[src/rtl/imem_pkg.sv]
// Shared types and widths for the instruction-ROM arbiter.
// Owner encoding tags which requester's response is in flight.
package imem_pkg;

  localparam int IMEM_ADDR_W = 30;
  localparam int IMEM_DATA_W = 32;

  typedef enum logic [1:0] {
    OWN_NONE  = 2'b00,
    OWN_FETCH = 2'b01,
    OWN_DATA  = 2'b10
  } owner_e;

endpackage

[src/rtl/imem_burst_limiter.sv]
// Counts consecutive data-port grants made while fetch waits.
// Data keeps priority only until the burst limit is reached.
module imem_burst_limiter #(
  parameter int MAX_DATA_BURST = 4,
  parameter int CNT_W          = 3
) (
  input  logic clk,
  input  logic rst,
  input  logic if_req,
  input  logic if_gnt,
  input  logic dr_gnt,
  output logic data_priority
);

  localparam logic [CNT_W-1:0] MAX_CNT = CNT_W'(MAX_DATA_BURST);

  logic [CNT_W-1:0] burst_cnt;

  // NOTE: state registers use non-blocking assignments so every flop samples pre-edge values.
  always_ff @(posedge clk or posedge rst) begin
    if (rst) begin
      burst_cnt <= '0;
    end else if (!if_req || if_gnt) begin
      burst_cnt <= '0;
    end else if (dr_gnt && (burst_cnt != MAX_CNT)) begin
      burst_cnt <= burst_cnt + 1'b1;
    end
  end

  assign data_priority = (burst_cnt < MAX_CNT);

endmodule

[src/rtl/imem_arbiter.sv]
// Arbitrates the single-port instruction ROM between fetch and data reads.
// Grants are combinational; responses return one cycle later, tagged by owner.
module imem_arbiter
  import imem_pkg::*;
#(
  parameter int MAX_DATA_BURST = 4,
  parameter int CNT_W          = 3
) (
  input  logic                   clk,
  input  logic                   rst,
  input  logic                   if_req,
  input  logic [IMEM_ADDR_W-1:0] if_addr,
  output logic                   if_gnt,
  output logic                   if_valid,
  output logic [IMEM_DATA_W-1:0] if_data,
  input  logic                   dr_req,
  input  logic [IMEM_ADDR_W-1:0] dr_addr,
  output logic                   dr_gnt,
  output logic                   dr_valid,
  output logic [IMEM_DATA_W-1:0] dr_data,
  output logic [IMEM_ADDR_W-1:0] rom_addr,
  input  logic [IMEM_DATA_W-1:0] rom_inst
);

  owner_e owner_q;
  owner_e owner_d;
  logic   data_priority;

  imem_burst_limiter #(
    .MAX_DATA_BURST (MAX_DATA_BURST),
    .CNT_W          (CNT_W)
  ) u_burst_limiter (
    .clk           (clk),
    .rst           (rst),
    .if_req        (if_req),
    .if_gnt        (if_gnt),
    .dr_gnt        (dr_gnt),
    .data_priority (data_priority)
  );

  // Data wins contention until the burst limit hands one slot to fetch.
  assign dr_gnt   = dr_req && (!if_req || data_priority);
  assign if_gnt   = if_req && !dr_gnt;
  // Idle cycles still present if_addr; a speculative ROM read is harmless.
  assign rom_addr = dr_gnt ? dr_addr : if_addr;

  always_ff @(posedge clk or posedge rst) begin
    if (rst) begin
      owner_q <= OWN_NONE;
    end else begin
      owner_q <= owner_d;
    end
  end

  // NOTE: every combinational output gets a default first so no latch is inferred.
  always_comb begin
    owner_d = OWN_NONE;
    if (if_gnt) begin
      owner_d = OWN_FETCH;
    end else if (dr_gnt) begin
      owner_d = OWN_DATA;
    end
  end

  always_comb begin
    if_valid = 1'b0;
    dr_valid = 1'b0;
    if_data  = '0;
    dr_data  = '0;
    unique case (owner_q)
      OWN_FETCH: begin
        if_valid = 1'b1;
        if_data  = rom_inst;
      end
      OWN_DATA: begin
        dr_valid = 1'b1;
        dr_data  = rom_inst;
      end
      default: ;
    endcase
  end

endmodule

[config.mk]
export PLATFORM = sky130hd
export DESIGN_NAME = imem_arbiter
export DESIGN_NICKNAME = d
export VERILOG_FILES = /design/src/rtl/imem_pkg.sv /design/src/rtl/imem_burst_limiter.sv /design/src/rtl/imem_arbiter.sv
export SDC_FILE = /design/constraint.sdc
export NUM_CORES = 1
export LEC_CHECK = 0
export CORE_MARGIN = 3
export CORE_UTILIZATION = 20
export DETAILED_ROUTE_END_ITERATION = 6
export PLACE_DENSITY_LB_ADDON = 0.25
export SETUP_SLACK_MARGIN = 0.02
export SLEW_MARGIN = 20
export SYNTH_ARGS = -nofsm -noshare
export SYNTH_HDL_FRONTEND = slang
export SYNTH_SLANG_ARGS = --single-unit
[constraint.sdc]
create_clock -name clk -period 1.5 [get_ports clk]
set_clock_uncertainty 0.1 [all_clocks]
set_input_delay 0.15 -clock clk [delete_from_list [all_inputs] [get_ports clk]]
set_output_delay 0.15 -clock clk [all_outputs]
set_load 0.005 [all_outputs]
### Word-level counts from Yosys, hierarchy flattened

Cells that the tools add are included.

| operators by class | value |
|---|---|
| $add $sub $neg | 1 |
| multiply operators | 0 |
| divide/modulo/power cells | 0 |
| magnitude comparators | 1 |
| equality and inequality tests | 3 |
| shift-type cells | 0 |
| multiplexer cells | 9 |
| bitwise operators | 0 |
| reductions and logical operators | 8 |

Operator list:

| cell | count |
|---|---|
| 32-bit two-way mux | 2 |
| 30-bit two-way mux | 1 |
| 3-bit two-way mux | 2 |
| 2-bit two-way mux | 2 |
| 3-bit by 1-bit adder with 3-bit output, second input constant | 1 |
| 1-bit logical AND | 3 |
| 3-bit less-than comparator, second input constant | 1 |
| 3-bit inequality test, second input constant | 1 |
| 2-bit by 1-bit equality test with 1-bit output, second input constant | 1 |
| 2-bit equality test, second input constant | 1 |
| 1-bit zero test | 2 |
| 1-bit logical OR | 2 |
| 1-bit two-way mux | 2 |
| 2-bit nonzero test | 1 |

| storage, ports and cells | value |
|---|---|
| bits in registers | 5 |
| bits in latches | 0 |
| memory bits (writable) | 0 |
| bits in read-only memories | 0 |
| bits of input ports | 96 |
| output and inout bits | 98 |
| logic and storage cells | 24 |
| memories kept | 0 |

### Logic depth before layout (Yosys ltp)

Gate-level depths: netlist (run 1).

| logic depth | value |
|---|---|
| word-level depth | 7 |
| gate-level depth with buffers | 3 |
| gate-level depth less buffers | 3 |

### By module

A second synthesis (run 1) with hierarchy kept.

| second synthesis, totals | value |
|---|---|
| cells, all modules | 132 |
| area, all modules | 1,099.8 um2 |

Modules (own cells, without submodules):

| module | times used | cells an instance | area an instance (um2) | sequential area each (um2) |
|---|---|---|---|---|
| imem_arbiter | 1 | 113 | 895.9 | 50.0 |
| imem_burst_limiter | 1 | 19 | 203.9 | 75.1 |

### Worst setup path before layout (run 1)

OpenSTA, ideal clock, no wires.

| path | value |
|---|---|
| kind | register to output |
| start point | register u_burst_limiter.burst_cnt[2] |
| end point | output rom_addr[20] |
| arrival time | 1.110 ns |
| data required time | 1.250 ns |
| setup slack | 0.140 ns |
| stages on the path, launching flop included | 4 |
| path buffers | 1 |
| path through | dfrtp_1 a21boi_4 buf_6 mux2_2 |

| between the ends | value |
|---|---|
| cells in the longest elaborated chain, start to end | 4 |

RTL lines:

| item | RTL line | source |
|---|---|---|
| start, declared | imem_burst_limiter.sv:17 | `logic [CNT_W-1:0] burst_cnt;` |
| start signal, assigned | imem_burst_limiter.sv:26 | `burst_cnt <= burst_cnt + 1'b1;` |
| 3-bit less-than comparator | imem_burst_limiter.sv:30 | `assign data_priority = (burst_cnt < MAX_CNT);` |
| 1-bit logical OR | imem_arbiter.sv:42 | `assign dr_gnt = dr_req && (!if_req \|\| data_priority);` |
| 1-bit logical AND | imem_arbiter.sv:42 |  |
| named net dr_gnt | imem_arbiter.sv:18 | `output logic dr_gnt,` |
| 30-bit two-way mux | imem_arbiter.sv:45 | `assign rom_addr = dr_gnt ? dr_addr : if_addr;` |
| end, declared | imem_arbiter.sv:21 | `output logic [IMEM_ADDR_W-1:0] rom_addr,` |

The timed path passes the listed nets, and every way through them passes these cells.

### Worst setup path after layout (run 1)

| path | value |
|---|---|
| start point | register u_burst_limiter.burst_cnt[2] |
| end point | output rom_addr[5] |

| between the ends | value |
|---|---|
| cells in the longest elaborated chain, start to end | 4 |

RTL lines:

| item | RTL line |
|---|---|
| 3-bit less-than comparator | imem_burst_limiter.sv:30 |
| 1-bit logical OR | imem_arbiter.sv:42 |
| 1-bit logical AND | imem_arbiter.sv:42 |
| 30-bit two-way mux | imem_arbiter.sv:45 |

No other way between the ends.

==> results of run 1 <==
-- logic make-up after synthesis --
| logic type | synth area share |
|---|---|
| and+or+nand+nor | 0.425 |
| muxes | 0.326 |
| buffers and inverters | 0.0712 |
| DFF | 0.121 |
| AOI/OAI and AO/OA | 0.0326 |
| adders and majority gates | 0.0242 |
-- worst reg2reg max path, stage by stage, from the launching register on --
cell	delay [ns]
dfrtp_1	0.40
buf_4	0.13
inv_1	0.05
buf_4	0.13
and4_2	0.21
-- layout make-up --
| class | count | share of cell area |
|---|---|---|
| flip-flops and latches | 5 | 0.0357 |
| well taps | 67 | 0.0239 |
| repair buffers | 211 | 0.650 |
| inverters | 4 | 0.00428 |
| multi-input cells | 104 | 0.273 |
| clock buffers | 4 | 0.0128 |
-- routing by layer --
layer	vias up	GRT usage	share of wire
met5	-	0	0
li1	815	-	-
met1	739	0.188	0.35
met2	110	0.375	0.54
met4	0	0.0262	0.0028
met3	2	0.0777	0.11
-- cells in the final DEF, fill, tap and decap left out, drive strengths merged --
cell type / netlist / routed
and4: 3 / 3
a21boi: 3 / 3
mux2: 30 / 30
dlygate4sd2: 0 / 27
clkdlybuf4s50: 0 / 96
ha: 2 / 2
and2: 64 / 64
inv: 4 / 4
nor2b: 2 / 2
dlymetal6s2s: 0 / 30
dfrtp: 5 / 5
clkdlybuf4s15: 0 / 6
buf: 5 / 51
clkbuf: 4 / 5
-- Yosys cell counts --
library cell	n	area, um2
buf_6	3	33.8
inv_1	4	15.0
buf_2	2	10.0
a21boi_0	2	15.0
ha_1	2	25.0
mux2_2	29	327
and2_1	64	400
nor2b_1	2	12.5
and4_2	1	10.0
clkbuf_1	4	15.0
mux2_1	1	11.3
and4_1	2	17.5
dfrtp_1	5	125
a21boi_4	1	18.8
-- worst max path at each step --
| stage | to | slack (ns) | cells past startpoint |
|---|---|---|---|
| floorplan | rom_addr[20] | 0.14 | 3 |
| global placement | rom_addr[24] | -0.59 | 5 |
| finish | rom_addr[5] | -0.35 | 6 |
| CTS | if_data[27] | -0.34 | 4 |
| global route | rom_addr[18] | -0.41 | 6 |
| detailed placement | rom_addr[25] | -0.61 | 5 |
-- power by group --
part / internal (uW) / switching, uW / total, uW
Sequential: 141 / 3.20 / 144
Combinational: 606 / 235 / 842
Clock: 182 / 62.9 / 245
-- timing repair --
action	CTS	global route
pin swaps	1	0
resized for setup	245	40
endpoints found under the setup margin	98	98
buffers inserted	5	2
gates cloned	4	0
-- through the flow --
stage	std cells	hold slack [ns]	area, um2	TNS (ns)
2_1_floorplan	122	-0.171	1040	0
3_3_place_gp	381	0.257	3090	-25.66
3_5_place_dp	381	0.270	3090	-27.10
4_1_cts	394	0.0389	3400	-22.21
5_1_grt	395	0.0659	3510	-16.28
6_report	395	0.0344	3510	-12.00
-- sequential cells by signal, summed over array words and instances, names as in the netlist --
register,flops
u_burst_limiter.burst_cnt,3
owner_q,2
==> flow_summary.toml, run 1 <==
[clock_tree]
path_clk_slew_ns = 0.04
clock-sinks = 5
clock_latency_ns = 0.22
cts_buffers = 3
clk_path_buf_depth = 2
cts-root-buf = "clkbuf_8"
cts_hold_buf = 0
cts-htree-levels = 1
cts_tree = "built"

[critical_path]
reg2reg_slack_ns = 0.37
crit_required_ns = 1.25
startpoint = "u_burst_limiter.burst_cnt[2]$_DFFE_PP0P_"
path_cells = "a21boi_4, buf_6, buf_6, buf_12, mux2_4, buf_6"
crit_arrival_ns = 1.60
r2r-end = "u_burst_limiter.burst_cnt[0]$_DFFE_PP0P_"
path_buf_inv = 4
end_kind = "output port"
reg2reg_depth = 4
crit_type = "reg -> out"
start_kind = "flop"
cp_max_fo = 6
crit_top_cell = "buf_6"
cp_top_family = "buffers and inverters"
slowest_stage = "dfrtp_1"
crit_path_max_incr_delay_ns = 0.41
rr_startpoint = "u_burst_limiter.burst_cnt[2]$_DFFE_PP0P_"

[synthesis]
syn_nets = 220
yosysWarnings = 0
syn_area_mm2 = 0.00104
synth_area_per_cell_um2 = 8.49
synth_cells = 122
ys_seq_area_frac = 0.121
synth_cell_types = 14
ys_ff_latch = 5

[routing]
postRouteAntennaNets = 0
avgViaCountPerCell = 4.22
drcViolationCount = 0
num_vias = 1666
wirelength_um = 6170
drtIter0Drc = 36
firstDrtPassIters = 4
wl_per_cell_um = 15.6

[power_and_ir_drop]
leakagePower_uw = 0.00213
vdd_drop_max_mv = 0.261
p_per_area_mw_per_mm2 = 351
total_power_uw = 1230

[floorplan]
num_rows = 25
die_y_um = 78.0
start_util = 0.214
dieWidth_um = 78.0
ios = 194
die-area_mm2 = 0.00608
core_mm2 = 0.00485

[cells_and_area]
fillers = 351
fin_util = 0.724
multi_input_area_um2 = 958
area_growth_pct = 239
drive_gt1_frac = 0.287
num-nets-final = 427
seq_area_um2 = 125
antenna_cells = 0

[global_route]
antenna_found_initial = 0
grt_pass1_wl_um = 9240
grt_pass1_vias = 1794
grt_max_degree = 34
grt.overflow.total = 0
grt_util_all_layers = 0.190

[worst_hold_path]
hold_class = "in -> async"

[timing]
fin_crit_ns = 1.85
tightest_slew_ns = 0.196
timing.final.ws_setup_ns = -0.349
max_freq_ghz = 0.541
hold_viol_final = 0
drv_slew = 0
rsz0062_at_grt = "yes"
setup_viol_count_final = 64
relSlewSlack = 0.870
post-route-period-util = 1.23

[run]
maxCapViolations = 0

[placement]
io_buffer_count = 193
post-place-ws_ns = -0.614
gp_congestion = 0.843
dpl.hpwl_um = 4720

[status]
status = "complete, but fails checks"
violations = "negative setup slack"
Power figures use the tool's default switching activity.
==> inputs of run 2 (changes only) <==
--- a/config.mk
+++ b/config.mk
@@ -9,4 +9,5 @@
 export CORE_UTILIZATION = 20
 export DETAILED_ROUTE_END_ITERATION = 6
+export GPL_ROUTABILITY_DRIVEN = 0
 export PLACE_DENSITY_LB_ADDON = 0.25
 export SETUP_SLACK_MARGIN = 0.02
==> constraint.sdc (replaced) <==
create_clock -name clk -period 1.5 [get_ports clk]
set_clock_uncertainty 0.1 [all_clocks]
set_input_delay 0.225 -clock clk [delete_from_list [all_inputs] [get_ports clk]]
set_output_delay 0.225 -clock clk [all_outputs]
set_load 0.005 [all_outputs]
==> run 2 against run 1 <==
Effect of this change:
- the run still ends with negative setup slack left
- largest power group unchanged
- core utilization up 11 points
- combinational power up 28%
- setup slack worse by 0.029 ns
- die area unchanged
- first-iteration DRC count down 67%
==> flow_summary.toml, run 2 (synthesis gave the netlist of run 1 again) <==
[run]
maxCapViolations = 0

[floorplan]
ios = 194
die_y_um = 78.0
num_rows = 25
core_mm2 = 0.00485
dieWidth_um = 78.0
start_util = 0.214
die-area_mm2 = 0.00608

[status]
status = "complete, but fails checks"
violations = "negative setup slack"

[timing]
hold_viol_final = 0
relSlewSlack = 0.868
tightest_slew_ns = 0.198
setup_viol_count_final = 97
fin_crit_ns = 1.88
fin_tns_setup_ns = -23.77
drv_slew = 0
rsz0062_at_grt = "yes"
max_freq_ghz = 0.532
post-route-period-util = 1.25
timing.final.ws_setup_ns = -0.378

[placement]
io_buffer_count = 193
dpl_cell_area_mm2 = 0.00309
dpl.hpwl_um = 4770

[clock_tree]
clock-sinks = 5
path_clk_slew_ns = 0.04
cts_buffers = 3
clk_path_buf_depth = 2
cts_tree = "built"
cts_hold_buf = 0
cts-root-buf = "clkbuf_8"
clock_latency_ns = 0.22
cts-htree-levels = 1

[cells_and_area]
drive_gt1_frac = 0.670
antenna_cells = 0
area_growth_pct = 289
largest_register_ffs = 3
top_regs = "u_burst_limiter.burst_cnt (3), owner_q (2)"
top_register = "u_burst_limiter.burst_cnt"
design_area_mm2 = 0.00403
layout_common_cells = "buf_6 (105), clkdlybuf4s50_1 (93), and2_4 (57)"
num-nets-final = 454
layout_commonest_cell = "buf_6"

[worst_hold_path]
hold_class = "in -> async"

[critical_path]
crit_type = "reg -> out"
crit_required_ns = 1.17
end_kind = "output port"
reg2reg_depth = 3
crit_arrival_ns = 1.55
cp_max_fo = 6
reg2reg_slack_ns = 0.41
rr_startpoint = "u_burst_limiter.burst_cnt[2]$_DFFE_PP0P_"
r2r-end = "u_burst_limiter.burst_cnt[0]$_DFFE_PP0P_"
start_kind = "flop"

[global_route]
antenna_found_initial = 0
grt.overflow.total = 0
grt_max_degree = 34
grt_pass1_wl_um = 9390
grt_pass1_vias = 1774
grt_util_all_layers = 0.194

[power_and_ir_drop]
vdd_drop_max_mv = 0.284
power.share.sequential = 0.099
power_switching_uw = 377
switching_share = 0.255
clockPowerShare = 0.170
leakagePower_uw = 0.00196
intPower_uw = 1100
p_per_area_mw_per_mm2 = 366
pwr-share-comb = 0.731

[routing]
drcViolationCount = 0
num_vias = 1861
avgViaCountPerCell = 4.41
wl_per_cell_um = 18.4
wirelength_um = 7780
drtIter0Drc = 12
postRouteAntennaNets = 0
firstDrtPassIters = 2
[run 2: area by class of cell]
type	instances	area [um2]
clock buffers	4	45.0
fillers	260	820
multi-input cells	104	1110
repair buffers	238	2650
inverters	4	15.0
well taps	67	83.8
flip-flops and latches	5	125
[run 2: layer usage]
metal,vias to the layer above,part of all wire,track usage
li1,868,-,-
met1,859,0.33,0.186
met2,123,0.56,0.392
met3,11,0.087,0.0696
met4,0,0.021,0.0367
met5,-,0,0
[run 2: worst max path at each step]
stage	to	from	depth (start not counted)
after global placement	rom_addr[24]	dr_req	5
after floorplan	rom_addr[20]	u_burst_limiter.burst_cnt[2]$_DFFE_PP0P_	3
after detailed placement	rom_addr[21]	dr_req	5
after CTS	rom_addr[29]	u_burst_limiter.burst_cnt[2]$_DFFE_PP0P_	6
after global routing	rom_addr[29]	u_burst_limiter.burst_cnt[2]$_DFFE_PP0P_	5
final	rom_addr[7]	u_burst_limiter.burst_cnt[2]$_DFFE_PP0P_	5
[run 2: timing repair]
action / CTS / global route
gates resized for setup: 245 / 299
pin swaps: 1 / 44
buffers inserted: 4 / 25
endpoints found under the setup margin: 98 / 98
gates cloned: 4 / 7
[run 2: through the flow]
step,power (uW),hold slack (ns),instances,utilization,worst slack [ns]
after global routing,1550,0.130,422,0.831,-0.428
final,1480,0.105,422,0.831,-0.378
after floorplan,337,-0.0965,122,-,0.0650
after detailed placement,897,0.334,381,0.637,-0.754
after CTS,1250,0.106,392,0.706,-0.441
after global placement,889,0.333,381,0.637,-0.743
[run 2: power by group through the flow]
stage                     Sequential, uW  Combinational [uW]  Clock (uW)
after detailed placement             145                 752           0
after floorplan                      145                 192           0
after CTS                            144                 849         256
final                                146                1080         251
after global placement               145                 744           0
after global routing                 146                1130         269
[run 2: critical path: stages (launching register included)]
cell      delay, ns
dfrtp_1        0.41
a21boi_4       0.21
buf_12         0.15
buf_12         0.12
mux2_4         0.31
buf_6          0.12
